<file path="config.mk">
export PLATFORM = sky130hd
export DESIGN_NAME = move_executor_flat
export DESIGN_NICKNAME = d
export VERILOG_FILES = /design/src/rtl/move_if.sv /design/src/rtl/move_executor.sv /design/src/flat_wrapper.sv
export SDC_FILE = /design/constraint.sdc
export NUM_CORES = 1
export LEC_CHECK = 0
export CORE_MARGIN = 3
export CORE_UTILIZATION = 30
export DETAILED_ROUTE_END_ITERATION = 10
export DONT_BUFFER_PORTS = 1
export HOLD_SLACK_MARGIN = 0.08
export PLACE_DENSITY = 0.56
export SLEW_MARGIN = 20
export SYNTH_ARGS = -nofsm -noshare
export SYNTH_HDL_FRONTEND = slang
export SYNTH_SLANG_ARGS = --single-unit
</file>
<file path="constraint.sdc">
create_clock -name clk -period 3 [get_ports clk]
set_input_delay 0.3 -clock clk [delete_from_list [all_inputs] [get_ports clk]]
set_output_delay 0.3 -clock clk [all_outputs]
set_load 0.01 [all_outputs]
</file>
<file path="src/rtl/move_if.sv">
// Move request / result bundle between the coordinate selector side and move_executor.
// master: drives the request and the display read address; slave: the executor.
// Ports: go, x1/y1/x2/y2, rd_x/rd_y (request side); rd_piece, turn, busy, move_ok,
//        move_err, err_code, rearm_n (result side).
interface move_if #(
    parameter int CELL_W = 2
);
    logic              go;
    logic [3:0]        x1;
    logic [3:0]        y1;
    logic [3:0]        x2;
    logic [3:0]        y2;
    logic [3:0]        rd_x;
    logic [3:0]        rd_y;
    logic [CELL_W-1:0] rd_piece;
    logic              turn;
    logic              busy;
    logic              move_ok;
    logic              move_err;
    logic [2:0]        err_code;
    logic              rearm_n;

    modport master (
        output go, x1, y1, x2, y2, rd_x, rd_y,
        input  rd_piece, turn, busy, move_ok, move_err, err_code, rearm_n
    );

    modport slave (
        input  go, x1, y1, x2, y2, rd_x, rd_y,
        output rd_piece, turn, busy, move_ok, move_err, err_code, rearm_n
    );
endinterface

</file>
<file path="src/rtl/move_executor.sv">
// Validates and commits a board move (x1,y1)->(x2,y2) on the rising edge of go.
// Latency: valid move -> move_ok 2 cycles after start, idle after 4; invalid -> move_err after 1, idle after 3.
// Backpressure: a go rise while busy is dropped, never queued; rearm_n pulses low after each result.
// Ports: clk, rst (async, active-low), bus (move_if.slave: request, result and display read port).
module move_executor #(
    parameter int GRID   = 8,
    parameter int CELL_W = 2
) (
    input  logic   clk,
    input  logic   rst,
    move_if.slave  bus
);
    localparam logic [2:0] S_IDLE   = 3'd0;
    localparam logic [2:0] S_CHECK  = 3'd1;
    localparam logic [2:0] S_COMMIT = 3'd2;
    localparam logic [2:0] S_REPORT = 3'd3;
    localparam logic [2:0] S_REARM  = 3'd4;

    localparam int         NCELL = GRID * GRID;
    localparam int         IW    = (NCELL > 1) ? $clog2(NCELL) : 1;
    localparam logic [4:0] GRID5 = 5'(GRID);

    logic [2:0]        state;
    logic              go_q;
    logic [3:0]        sx, sy, dx, dy;
    logic              turn;
    logic [2:0]        err_code;
    logic [CELL_W-1:0] board [NCELL];

    logic              start;
    logic              range_ok;
    logic [IW-1:0]     src_idx, dst_idx, rd_idx;
    logic [CELL_W-1:0] own;
    logic [2:0]        chk_err;
    logic              rd_ok;

    function automatic logic in_rng(input logic [3:0] c);
        return {1'b0, c} < GRID5;
    endfunction

    // Only meaningful once both coordinates passed in_rng.
    function automatic logic [IW-1:0] lin(input logic [3:0] x, input logic [3:0] y);
        return IW'(y) * IW'(GRID) + IW'(x);
    endfunction

    function automatic logic [CELL_W-1:0] init_cell(input int i);
        int r;
        r = i / GRID;
        if (r < 2)              return CELL_W'(1);
        else if (r >= GRID - 2) return CELL_W'(2);
        else                    return '0;
    endfunction

    assign start = bus.go & ~go_q;

    always_comb begin
        range_ok = in_rng(sx) && in_rng(sy) && in_rng(dx) && in_rng(dy);
        // Indices are forced to 0 until the range check passes so no access ever leaves the board.
        src_idx  = range_ok ? lin(sx, sy) : '0;
        dst_idx  = range_ok ? lin(dx, dy) : '0;
        own      = turn ? CELL_W'(2) : CELL_W'(1);
        chk_err  = 3'd0;
        if (!range_ok)                      chk_err = 3'd1;
        else if (sx == dx && sy == dy)      chk_err = 3'd2;
        else if (board[src_idx] != own)     chk_err = 3'd3;
        else if (board[dst_idx] == own)     chk_err = 3'd4;
    end

    always_comb begin
        rd_ok        = in_rng(bus.rd_x) && in_rng(bus.rd_y);
        rd_idx       = rd_ok ? lin(bus.rd_x, bus.rd_y) : '0;
        bus.rd_piece = rd_ok ? board[rd_idx] : '0;
    end

    always_ff @(posedge clk or negedge rst) begin
        if (!rst) begin
            state    <= S_IDLE;
            go_q     <= 1'b0;
            turn     <= 1'b0;
            err_code <= 3'd0;
            sx       <= 4'd0;
            sy       <= 4'd0;
            dx       <= 4'd0;
            dy       <= 4'd0;
        end else begin
            go_q <= bus.go;
            case (state)
                S_IDLE: begin
                    if (start) begin
                        sx    <= bus.x1;
                        sy    <= bus.y1;
                        dx    <= bus.x2;
                        dy    <= bus.y2;
                        state <= S_CHECK;
                    end
                end
                S_CHECK: begin
                    if (chk_err != 3'd0) begin
                        err_code <= chk_err;
                        state    <= S_REPORT;
                    end else begin
                        state    <= S_COMMIT;
                    end
                end
                S_COMMIT: begin
                    turn     <= ~turn;
                    err_code <= 3'd0;
                    state    <= S_REPORT;
                end
                S_REPORT: state <= S_REARM;
                S_REARM:  state <= S_IDLE;
                default:  state <= S_IDLE;
            endcase
        end
    end

    // Both halves of the move land on the same edge, so a reset can never split a piece.
    always_ff @(posedge clk or negedge rst) begin
        if (!rst) begin
            for (int i = 0; i < NCELL; i++) board[i] <= init_cell(i);
        end else if (state == S_COMMIT) begin
            board[dst_idx] <= board[src_idx];
            board[src_idx] <= '0;
        end
    end

    // err_code is 0 in REPORT exactly when the move went through COMMIT.
    assign bus.turn     = turn;
    assign bus.err_code = err_code;
    assign bus.busy     = (state != S_IDLE);
    assign bus.move_ok  = (state == S_REPORT) && (err_code == 3'd0);
    assign bus.move_err = (state == S_REPORT) && (err_code != 3'd0);
    assign bus.rearm_n  = (state != S_REARM);
endmodule

</file>
<file path="src/flat_wrapper.sv">
// flat-port wrapper written by rule: the top's interface ports become plain ports
module move_executor_flat 
#(
    parameter int GRID   = 8,
    parameter int CELL_W = 2
)
  (clk, rst, bus_go, bus_x1, bus_y1, bus_x2, bus_y2, bus_rd_x, bus_rd_y, bus_rd_piece, bus_turn, bus_busy, bus_move_ok, bus_move_err, bus_err_code, bus_rearm_n);
  move_if #(.CELL_W(CELL_W)) bus_i ();
  input  logic clk;
  input  logic rst;
  input wire logic [$bits(bus_i.go)-1:0] bus_go;
  input wire logic [$bits(bus_i.x1)-1:0] bus_x1;
  input wire logic [$bits(bus_i.y1)-1:0] bus_y1;
  input wire logic [$bits(bus_i.x2)-1:0] bus_x2;
  input wire logic [$bits(bus_i.y2)-1:0] bus_y2;
  input wire logic [$bits(bus_i.rd_x)-1:0] bus_rd_x;
  input wire logic [$bits(bus_i.rd_y)-1:0] bus_rd_y;
  output wire logic [$bits(bus_i.rd_piece)-1:0] bus_rd_piece;
  output wire logic [$bits(bus_i.turn)-1:0] bus_turn;
  output wire logic [$bits(bus_i.busy)-1:0] bus_busy;
  output wire logic [$bits(bus_i.move_ok)-1:0] bus_move_ok;
  output wire logic [$bits(bus_i.move_err)-1:0] bus_move_err;
  output wire logic [$bits(bus_i.err_code)-1:0] bus_err_code;
  output wire logic [$bits(bus_i.rearm_n)-1:0] bus_rearm_n;
  assign bus_i.go = bus_go;
  assign bus_i.x1 = bus_x1;
  assign bus_i.y1 = bus_y1;
  assign bus_i.x2 = bus_x2;
  assign bus_i.y2 = bus_y2;
  assign bus_i.rd_x = bus_rd_x;
  assign bus_i.rd_y = bus_rd_y;
  assign bus_rd_piece = bus_i.rd_piece;
  assign bus_turn = bus_i.turn;
  assign bus_busy = bus_i.busy;
  assign bus_move_ok = bus_i.move_ok;
  assign bus_move_err = bus_i.move_err;
  assign bus_err_code = bus_i.err_code;
  assign bus_rearm_n = bus_i.rearm_n;
  move_executor #(.GRID(GRID), .CELL_W(CELL_W)) u_core (.clk(clk), .rst(rst), .bus(bus_i));
endmodule
</file>
==> run metrics, run 1 <==
Syn Nets=~1.3k; TritonCTS buffer count=17; number of antenna violations at the first check in global routing=0; post-layout util=slightly below 40%; syn avg cell area=8.49 sq um; drt pass-1 iters=7; share of layout cells above drive strength 1=27.6%; Skew-Pair Late Insertion Delay=460 ps; minimum clock period=3020 ps; setup violators final=2; Critical Setup Path Class=reg2reg; slowest CP cell=or4_4; Cells after DPL=around 1.8k; Vias=11.4k; Cell Area, Synth=0.0107 sq mm; distinct cell type count after synthesis=between 70 and 80; die width=195 microns; RSZ-0062 raised after global routing=true; Final period util=101%; GRT Total Usage=25.7%; count of final max-slew check failures=0; pwr dens=roughly 900 mW/mm^2; IO Pins=37; Area Overhead vs Synth=28.2%; total grt overflow=0; MaxCap Viol Count=0; Startpoint Class=register; Leak Pwr=between 5 and 6 nW; die area=0.0381 sq mm; Reg2Reg Depth=11; vias in the first global route=about 11k; M1 WL=21600 microns; CTS Sinks=around 150; DR vias/cell=6.15; Initial Util=30.8%; routability cong.=between 1 and 1.5; uppermost routed layer=met4; largest net degree at the start of global routing=~150; post-route setup TNS=-22.4 ps; Crit Path Max Fanout=8; ys flop type=dfrtp_1; DPL Wire Length=36600 microns; Worst Skew=12.4 ps; final-layout fill cell count=3494; worst vdd ir=just under 0.7 mV; # rows=68; Worst setup EP type=register; Post-synth EDFFs=0; WL/cell=about 27 microns; global-route wire length before repair=~73000 microns; htree depth=4; worst hold path class=in2async; hold buffers post-CTS=17; Finished Layout Cells=between 1.5k and 2k; clock root cell=clkbuf_16; Final Hold Vio Count=152; diodes inserted=0; number of remaining DRC errors=0; Register Area=0.00385 sq mm; ordered cell list for the critical path=or4_4, buf_12, or3_4, o221ai_4, a21oi_2, o311ai_4, buf_4, o2111ai_2, o21ai_2, a31o_1, a22o_1; worst endpoint required time=3390 ps; Slew @ Worst Pin=between 800 and 900 ps; WL final=50200 microns; Met3 Routed Length=4310 microns; status=finished with violations; multi-input logic area=0.00671 sq mm; Seq cells post-synth=152; Port-buffer cells=0; initial drt markers=1438; CP max stage delay=650 ps; CTS tree=yes; f_max=0.332 GHz; share of flip-flops with an asynchronous set or reset=100%; violations in the final reports=negative hold slack, negative setup slack; max_slew headroom=a little under half; Max Root-Sink Buffers=2; NumNets Final=1422; register area share after synthesis=35.8%; Min Hold Slack=-458 ps; Detail Route Antenna Nets=0; Core Region=0.0349 sq mm; cell count after synthesis=approximately 1.3k; YS warnings=0; Die Span Y=195 microns; Final WS setup=-15.4 ps; Arr. time, crit path=3410 ps; CTS clk-pin slew, worst paths=around 60 ps; WL met2=22500 microns
## metrics by stage
stage	area, sq um	worst slack [ps]	hold WS, ps	total power, mW
after detailed placement	12600	-212	9.25	9.34
after global placement	12600	-185	9.36	9.37
after floorplan	10700	42.1	4.41	5.99
after CTS	13500	-57.7	-480	11.7
after global routing	13800	-121	-478	12.9
final	13800	-15.4	-458	12.4
## cell type report
class                   count  area share (%)
inverters                  15           0.409
multi-input cells         993            48.7
flip-flops and latches    152            27.9
well taps                 455            4.14
clock buffers              21            3.42
repair buffers            210            14.5
clock inverters            11           0.836
## cell usage in the layout (no fill, tap or decap), types with 20 or more instances in the layout
| cell | Yosys | layout |
|---|---|---|
| o21ai_0 | 210 | 187 |
| buf_4 | 3 | 162 |
| nor2_1 | 163 | 160 |
| nand2_1 | 146 | 140 |
| dfrtp_1 | 120 | 117 |
| mux2i_1 | 44 | 42 |
| mux2_2 | 38 | 37 |
| dfstp_2 | 32 | 32 |
| nor3_1 | 29 | 28 |
| buf_12 | 0 | 27 |
| a21oi_1 | 30 | 26 |
| mux4_2 | 25 | 25 |
| a22o_1 | 25 | 25 |
| o21ai_1 | 5 | 24 |
| nand3_1 | 21 | 20 |
| a32o_1 | 20 | 20 |
## worst paths after layout
kind	from	end	slack (ps)
worst min register to register	u_core.board[114]	u_core.board[114]	500
min in group clk	bus_go	u_core.go_q	420
worst min-delay path	rst	u_core.dy[3]	-460
max in group asynchronous	rst	u_core.board[13]	3160
worst max register to register	u_core.dx[3]	u_core.bus.err_code[0]	-20
worst max-delay path	u_core.dx[3]	u_core.bus.err_code[0]	-20
## routing by layer
metal / up-vias / global-route usage (%)
met5: - / 0
met4: 0 / 9.90
met3: 105 / 4.62
met2: 574 / 39.1
met1: 5755 / 36.3
li1: 4984 / -
## report_power, final
| group | switching [mW] | internal, mW | total (mW) | leakage, nW |
|---|---|---|---|---|
| registers | 0.387 | 2.34 | 2.72 | 1.96 |
| clock network | 0.974 | 1.22 | 2.20 | 0.286 |
| logic | 4.34 | 3.15 | 7.50 | 2.98 |
## repair_timing
item	CTS	global route
endpoints found under the setup margin	131	134
hold endpoints to repair	169	152
pin swaps	13	13
gates cloned	0	2
gates resized for setup	28	65
setup buffers	1	2
## worst max-delay path: cells and delay by family (launching register included)
family | cells | cell delay, ps
buffers and inverters | 2 | 370
AO/OA/AOI/OAI | 7 | 1150
AND/OR/NAND/NOR | 2 | 1040
flip-flops | 1 | 380
## cell usage after synthesis (all sizes together) (18+ instances only)
master    n  area (sq um)
a21oi    31           159
a22o     25           219
a32o     20           200
buf      31           166
clkbuf   74           278
dfrtp   120          3000
dfstp    32           841
mux2     38           428
mux2i    44           440
mux4     25           563
nand2   146           548
nand3    21           105
nor2    166           636
nor3     30           155
o21ai   215          1080
o221ai   18           164
## registers in the layout, indices dropped and copies added, names as in the netlist, 3 cells and up
signal,flops
u_core.board,128
u_core.dx,4
u_core.bus.err_code,3
u_core.dy,4
u_core.sy,4
u_core.state,3
u_core.sx,4
## logic make-up after synthesis
kind of cell | Yosys count | synth area share, %
buffers and inverters | 120 | 4.66
adders and majority gates | 6 | 0.699
DFF | 152 | 35.8
and+or+nand+nor | 423 | 17.2
AOI/OAI and AO/OA | 443 | 27.1
muxes | 107 | 13.3
xor gates and xnor gates | 14 | 1.14
(Power assumes the default switching activity.)
==> run 2, diff against run 1 <==
--- a/config.mk
+++ b/config.mk
@@ -5,12 +5,13 @@
 export SDC_FILE = /design/constraint.sdc
 export NUM_CORES = 1
 export LEC_CHECK = 0
+export CORE_ASPECT_RATIO = 1.5
 export CORE_MARGIN = 3
 export CORE_UTILIZATION = 30
 export DETAILED_ROUTE_END_ITERATION = 10
 export DONT_BUFFER_PORTS = 1
 export HOLD_SLACK_MARGIN = 0.08
-export PLACE_DENSITY = 0.56
+export PLACE_DENSITY = 0.41
 export SLEW_MARGIN = 20
 export SYNTH_ARGS = -nofsm -noshare
 export SYNTH_HDL_FRONTEND = slang
==> run metrics, run 2 (synthesis results as in run 1) <==
CP max stage delay=630 ps (-20 ps); share of layout cells above drive strength 1=30.9% (+3.3 points); pwr dens=921 mW/mm^2 (+2.1%); Reg2Reg Depth=12 (+1); most frequent cells in the layout=buf_4, o21ai_0, nor2_1, nand2_1, dfrtp_1; count of final max-slew check failures=0 (unchanged); Die Span Y=238 microns (+22%); CTS Sinks=152 (unchanged); # rows=84 (+24%); status=finished with violations; Final Hold Vio Count=152 (unchanged); initial drt markers=1220 (-15%); max reg flops=128 (unchanged); Area Overhead vs Synth=35.0%; DR vias/cell=6.09 (-0.98%); most used cell, CP=buf_12; htree depth=4 (unchanged); Worst setup EP type=register; Finished Layout Cells=1929 (+3.9%); Slew @ Worst Pin=820 ps (+4.96 ps); f_max=0.328 GHz (-1.1%); drt pass-1 iters=7 (unchanged); GRT Total Usage=29.6% (+4.0 points); Max Root-Sink Buffers=2 (unchanged); Register Area=0.00385 sq mm (about the same); Critical Setup Path Class=reg2reg; post-layout util=41.2% (+1.7 points); commonest non-fill, non-tap cell in the layout=buf_4; CTS tree=yes; number of antenna violations at the first check in global routing=2 (+2); worst hold path class=in2async; die area=0.0382 sq mm (+0.12%); Final WS setup=-50.2 ps (-34.8 ps); Final period util=102% (+1.2 points); Skew-Pair Late Insertion Delay=470 ps (about the same); max_slew headroom=45.2% (-0.47 points); WL final=58500 microns (+16%); IO Pins=37 (unchanged); post-route setup TNS=-528 ps (-505 ps); worst reg2reg startpoint=u_core.sy[3]; Vias=11.7k (+2.9%); Min Hold Slack=-475 ps (-16.9 ps); NumNets Final=1475 (+3.7%); slowest CP cell=or4_4; Detail Route Antenna Nets=0 (unchanged); Arr. time, crit path=3380 ps (-30 ps); R2R Setup Slk=-50 ps (-30 ps); Top reg by flops=u_core.board; Cells after DPL=1856 (+2.9%); worst endpoint required time=3330 ps (-60 ps); Startpoint Class=register; vias in the first global route=11.5k (+6.7%); hold buffers post-CTS=17 (unchanged); violations in the final reports=negative hold slack, negative setup slack; ordered cell list for the critical path=or4_4, buf_12, nor2_4, buf_4, buf_12, o2111ai_1, o21ai_2, a22oi_2, o21ai_4, mux2i_4, a31o_1, nand2_1; WL/cell=30.3 microns (+12%); Worst Skew=10.9 ps (-1.53 ps); Core Region=0.0352 sq mm (+0.93%); TritonCTS buffer count=17 (unchanged); die width=160 microns (-18%); largest net degree at the start of global routing=153 (unchanged); RSZ-0062 raised after global routing=true; MaxCap Viol Count=0 (unchanged); minimum clock period=3050 ps (+34.8 ps); post-placement setup slack=-495 ps (-284 ps); worst vdd ir=0.652 mV (-4.9%); routability cong.=0.993 (-2.8%); global-route wire length before repair=81800 microns (+12%); setup violators final=30 (+28); CTS clk-pin slew, worst paths=70 ps (about the same); total grt overflow=0 (unchanged); multi-input logic area=0.00678 sq mm (+1.1%); Leak Pwr=5.58 nW (+6.8%); final-layout fill cell count=3530 (+1.0%); Initial Util=30.5% (-0.28 points); DPL Wire Length=40700 microns (+11%); clock root cell=clkbuf_16; Crit Path Max Fanout=6 (-2); Port-buffer cells=0 (unchanged); r2r endpoint=u_core.state[0]; number of remaining DRC errors=0 (unchanged)
[run 2: changes by cell type in the layout (fill, tap and decap cells not counted), moves of 4 or more]
cell and delta:
buf_4 +34, buf_16 +6, buf_6 +7, o21ai_0 -7
o21ai_1 +5, clkbuf_16 +4
[run 2: timing repair]
| item | in CTS | in global routing |
|---|---|---|
| endpoints found under the hold margin | 169 | 152 |
| pin swaps | 23 | 19 |
| setup endpoints to repair | 47 | 132 |
| setup buffers | 9 | 2 |
| gates resized for setup | 87 | 41 |
| cloned | 7 | 9 |
[run 2: layout make-up]
| cell class | instances | share of cell area (%) |
|---|---|---|
| repair buffers | 262 | 18.0 |
| well taps | 473 | 4.08 |
| multi-input cells | 994 | 46.8 |
| flip-flops and latches | 152 | 26.5 |
| clock inverters | 14 | 1.18 |
| clock buffers | 18 | 3.03 |
| diodes | 1 | 0.0173 |
| inverters | 15 | 0.388 |
[run 2: power breakdown]
part	internal, mW	switching [mW]	leakage, nW
sequential	2.34	0.440	1.96
combinational	3.48	4.77	3.33
clock	1.33	0.994	0.293
[run 2: how the worst max path moves through the flow]
stage	startpoint	end	slack, ps	cells past startpoint
after global routing	u_core.sy[3]	u_core.bus.err_code[0]	-120	10
after global placement	u_core.sx[3]	u_core.state[0]	-580	13
after CTS	u_core.sx[3]	u_core.state[0]	-30	12
after floorplan	bus_rd_x[0]	bus_rd_piece[1]	40	8
final	u_core.sy[3]	u_core.state[0]	-50	12
after detailed placement	u_core.dx[3]	u_core.bus.err_code[0]	-500	13
[run 2: metrics by stage]
stage | cell area (sq um) | power [mW]
2_1_floorplan | 10700 | 5.99
3_3_place_gp | 12900 | 9.73
3_5_place_dp | 12900 | 9.70
4_1_cts | 14200 | 12.8
5_1_grt | 14500 | 13.8
6_report | 14500 | 13.4
[run 2: routing by layer]
metal | global-route usage, % | wire, microns | vias to the layer above
li1 | - | - | 5093
met1 | 35.5 | 22500 | 5946
met2 | 50.7 | 28500 | 550
met3 | 4.10 | 3400 | 155
met4 | 17.1 | 4020 | 0
met5 | 0 | 0 | -
[run 2: critical path, delay by kind of cell, from the launching register on]
| family | cells | cell delay [ps] |
|---|---|---|
| and+or+nand+nor | 3 | 820 |
| AOI/OAI and AO/OA | 5 | 930 |
| buffers and inverters | 3 | 490 |
| DFF | 1 | 390 |
| muxes | 1 | 300 |
==> run 3, diff against run 2 <==
--- a/config.mk
+++ b/config.mk
@@ -7,11 +7,12 @@
 export LEC_CHECK = 0
 export CORE_ASPECT_RATIO = 1.5
 export CORE_MARGIN = 3
-export CORE_UTILIZATION = 30
+export CORE_UTILIZATION = 55
+export CTS_CLUSTER_SIZE = 10
 export DETAILED_ROUTE_END_ITERATION = 10
 export DONT_BUFFER_PORTS = 1
 export HOLD_SLACK_MARGIN = 0.08
-export PLACE_DENSITY = 0.41
+export PLACE_DENSITY = 0.69
 export SLEW_MARGIN = 20
 export SYNTH_ARGS = -nofsm -noshare
 export SYNTH_HDL_FRONTEND = slang
==> run metrics, run 3 (synthesis results as in run 1) <==
Skew-Pair Late Insertion Delay=450 ps (-20 ps); Placement Cell Area=0.0122 sq mm (-5.7%); worst hold path class=in2async; violations in the final reports=negative hold slack, negative setup slack; most frequent cells in the layout=o21ai_0, buf_4, nor2_1, nand2_1, dfrtp_1; status=finished with violations; max reg flops=128 (unchanged); NumNets Final=1426 (-3.3%); hold buffers post-CTS=17 (unchanged); Top Family by Delay on Critical Path=compound AO/OA/AOI/OAI gates; largest net degree at the start of global routing=153 (unchanged); Crit Path Max Fanout=6 (unchanged); initial drt markers=1886 (+55%); Buf+Inv Stages, Crit Path=5 (+2); Min Hold Slack=-463 ps (+11.9 ps); Critical Setup Path Class=reg2reg; GRT Total Usage=47.6% (+18 points); R2R Setup Slk=-110 ps (-60 ps); worst endpoint required time=3330 ps (about the same); CTS Sinks=152 (unchanged); switching share of power=47.2% (+0.75 points); CTS tree=yes; f_max=0.322 GHz (-1.8%); Initial Util=56.1% (+26 points); Clock power frac=17.2% (-0.2 points); post-route setup TNS=-966 ps (-438 ps); Leak Pwr=5.28 nW (-5.3%); Max Root-Sink Buffers=2 (unchanged); Top reg by flops=u_core.board; RSZ-0062 raised after global routing=true; drt pass-1 iters=7 (unchanged); Detail Route Antenna Nets=0 (unchanged); most used cell, CP=buf_4; total grt overflow=0 (unchanged); WL final=51700 microns (-12%); DR vias/cell=7.38 (+21%); CTS clk-pin slew, worst paths=70 ps (about the same); MaxCap Viol Count=0 (unchanged); Vias=12.3k (+4.4%); CP max stage delay=400 ps (-230 ps); Die Span Y=177 microns (-25%); Reg2Reg Depth=14 (+2); Slew @ Worst Pin=667 ps (-153 ps); ordered cell list for the critical path=buf_4, nor4_4, buf_4, clkbuf_16, buf_4, nand3_1, buf_4, a2bb2oi_1, a21oi_1, a22o_1, o21ai_2, mux2i_2, a31o_1, a22o_1; die area=0.0213 sq mm (-44%); Startpoint Class=register; P_sw=5.89 mW (-5.2%); vias in the first global route=12.0k (+3.9%); internal power=6.58 mW (-8.0%); Seq pwr share=22.1% (+1.3 points); pwr dens=914 mW/mm^2 (-0.75%); commonest non-fill, non-tap cell in the layout=o21ai_0; die width=120 microns (-25%); number of remaining DRC errors=0 (unchanged); TritonCTS buffer count=17 (unchanged); Final period util=104% (+1.9 points); total power draw=12.5 mW (-6.7%); # rows=62 (-26%); Worst setup EP type=register; Final Hold Vio Count=152 (unchanged); diodes inserted=0 (-1); post-placement setup slack=-126 ps (+369 ps); final instance area=0.0136 sq mm (-6.0%); Core Region=0.0192 sq mm (-46%); Final WS setup=-107 ps (-57.1 ps); WL/cell=31.1 microns (+2.7%); htree depth=4 (unchanged); minimum clock period=3110 ps (+57.1 ps); worst vdd ir=0.568 mV (-13%); IO Pins=37 (unchanged); setup violators final=37 (+23%); clock root cell=clkbuf_16; Arr. time, crit path=3440 ps (+60 ps); share of layout cells above drive strength 1=28.7% (-2.3 points); Area Overhead vs Synth=27.0%; DPL Wire Length=35400 microns (-13%); count of final max-slew check failures=0 (unchanged); Port-buffer cells=0 (unchanged); global-route wire length before repair=74600 microns (-8.9%); r2r endpoint=u_core.bus.err_code[0]; worst reg2reg startpoint=u_core.dy[3]; slowest CP cell=dfrtp_1; number of antenna violations at the first check in global routing=0 (-2); Gate power share=60.7% (-1.1 points); Worst Skew=15.4 ps (+4.57 ps); routability cong.=1.05 (+5.5%); max_slew headroom=55.4% (+10 points)
[run 3: worst max-delay path by stage]
stage	from	endpoint	slack (ps)	depth (start not counted)
2_1_floorplan	bus_rd_x[0]	bus_rd_piece[1]	40	8
3_3_place_gp	u_core.sx[3]	u_core.state[0]	-150	11
3_5_place_dp	u_core.sx[3]	u_core.bus.err_code[1]	-130	11
4_1_cts	u_core.dx[3]	u_core.bus.err_code[0]	-20	13
5_1_grt	u_core.dy[3]	u_core.bus.err_code[0]	-160	14
6_report	u_core.dy[3]	u_core.bus.err_code[0]	-110	14
[run 3: stage by stage]
| step | cells | hold WS, ps | utilization, % |
|---|---|---|---|
| CTS | 1644 | -467 | 68.4 |
| global placement | 1592 | 7.45 | 63.4 |
| global route | 1662 | -469 | 71.2 |
| floorplan | 1265 | 4.41 | - |
| finish | 1662 | -463 | 71.2 |
| detailed placement | 1592 | 8.43 | 63.4 |
[run 3: layout make-up]
cell class / instances / area [sq um]
tap: 256 / 320
fill: 1472 / 5520
inverter: 15 / 57.6
sequential: 152 / 3850
clock inverter: 15 / 144
timing repair buffer: 214 / 2060
multi-input combinational: 993 / 6790
clock buffer: 17 / 425
[run 3: layer usage]
| layer | global-route usage [%] | wire length, microns | up-vias |
|---|---|---|---|
| met4 | 40.7 | 5800 | 0 |
| met2 | 73.6 | 22600 | 1034 |
| met1 | 55.6 | 17100 | 5865 |
| met3 | 10.6 | 6170 | 368 |
| met5 | 0.962 | 0 | - |
| li1 | - | - | 4993 |
[run 3: power groups by stage]
stage               registers, mW  logic, mW  clock network, mW
floorplan                    2.56       3.42                  0
global placement             2.73       6.22                  0
detailed placement           2.74       6.25                  0
CTS                          2.72       6.59               2.14
global route                 2.76       7.76               2.23
finish                       2.75       7.56               2.15
[run 3: repair_timing]
item                                    CTS  global route
buffers inserted                          2            14
pin swaps                                11            22
gates cloned                              2             6
endpoints found under the setup margin   82           128
resized for setup                        30            84
hold endpoints to repair                169           152
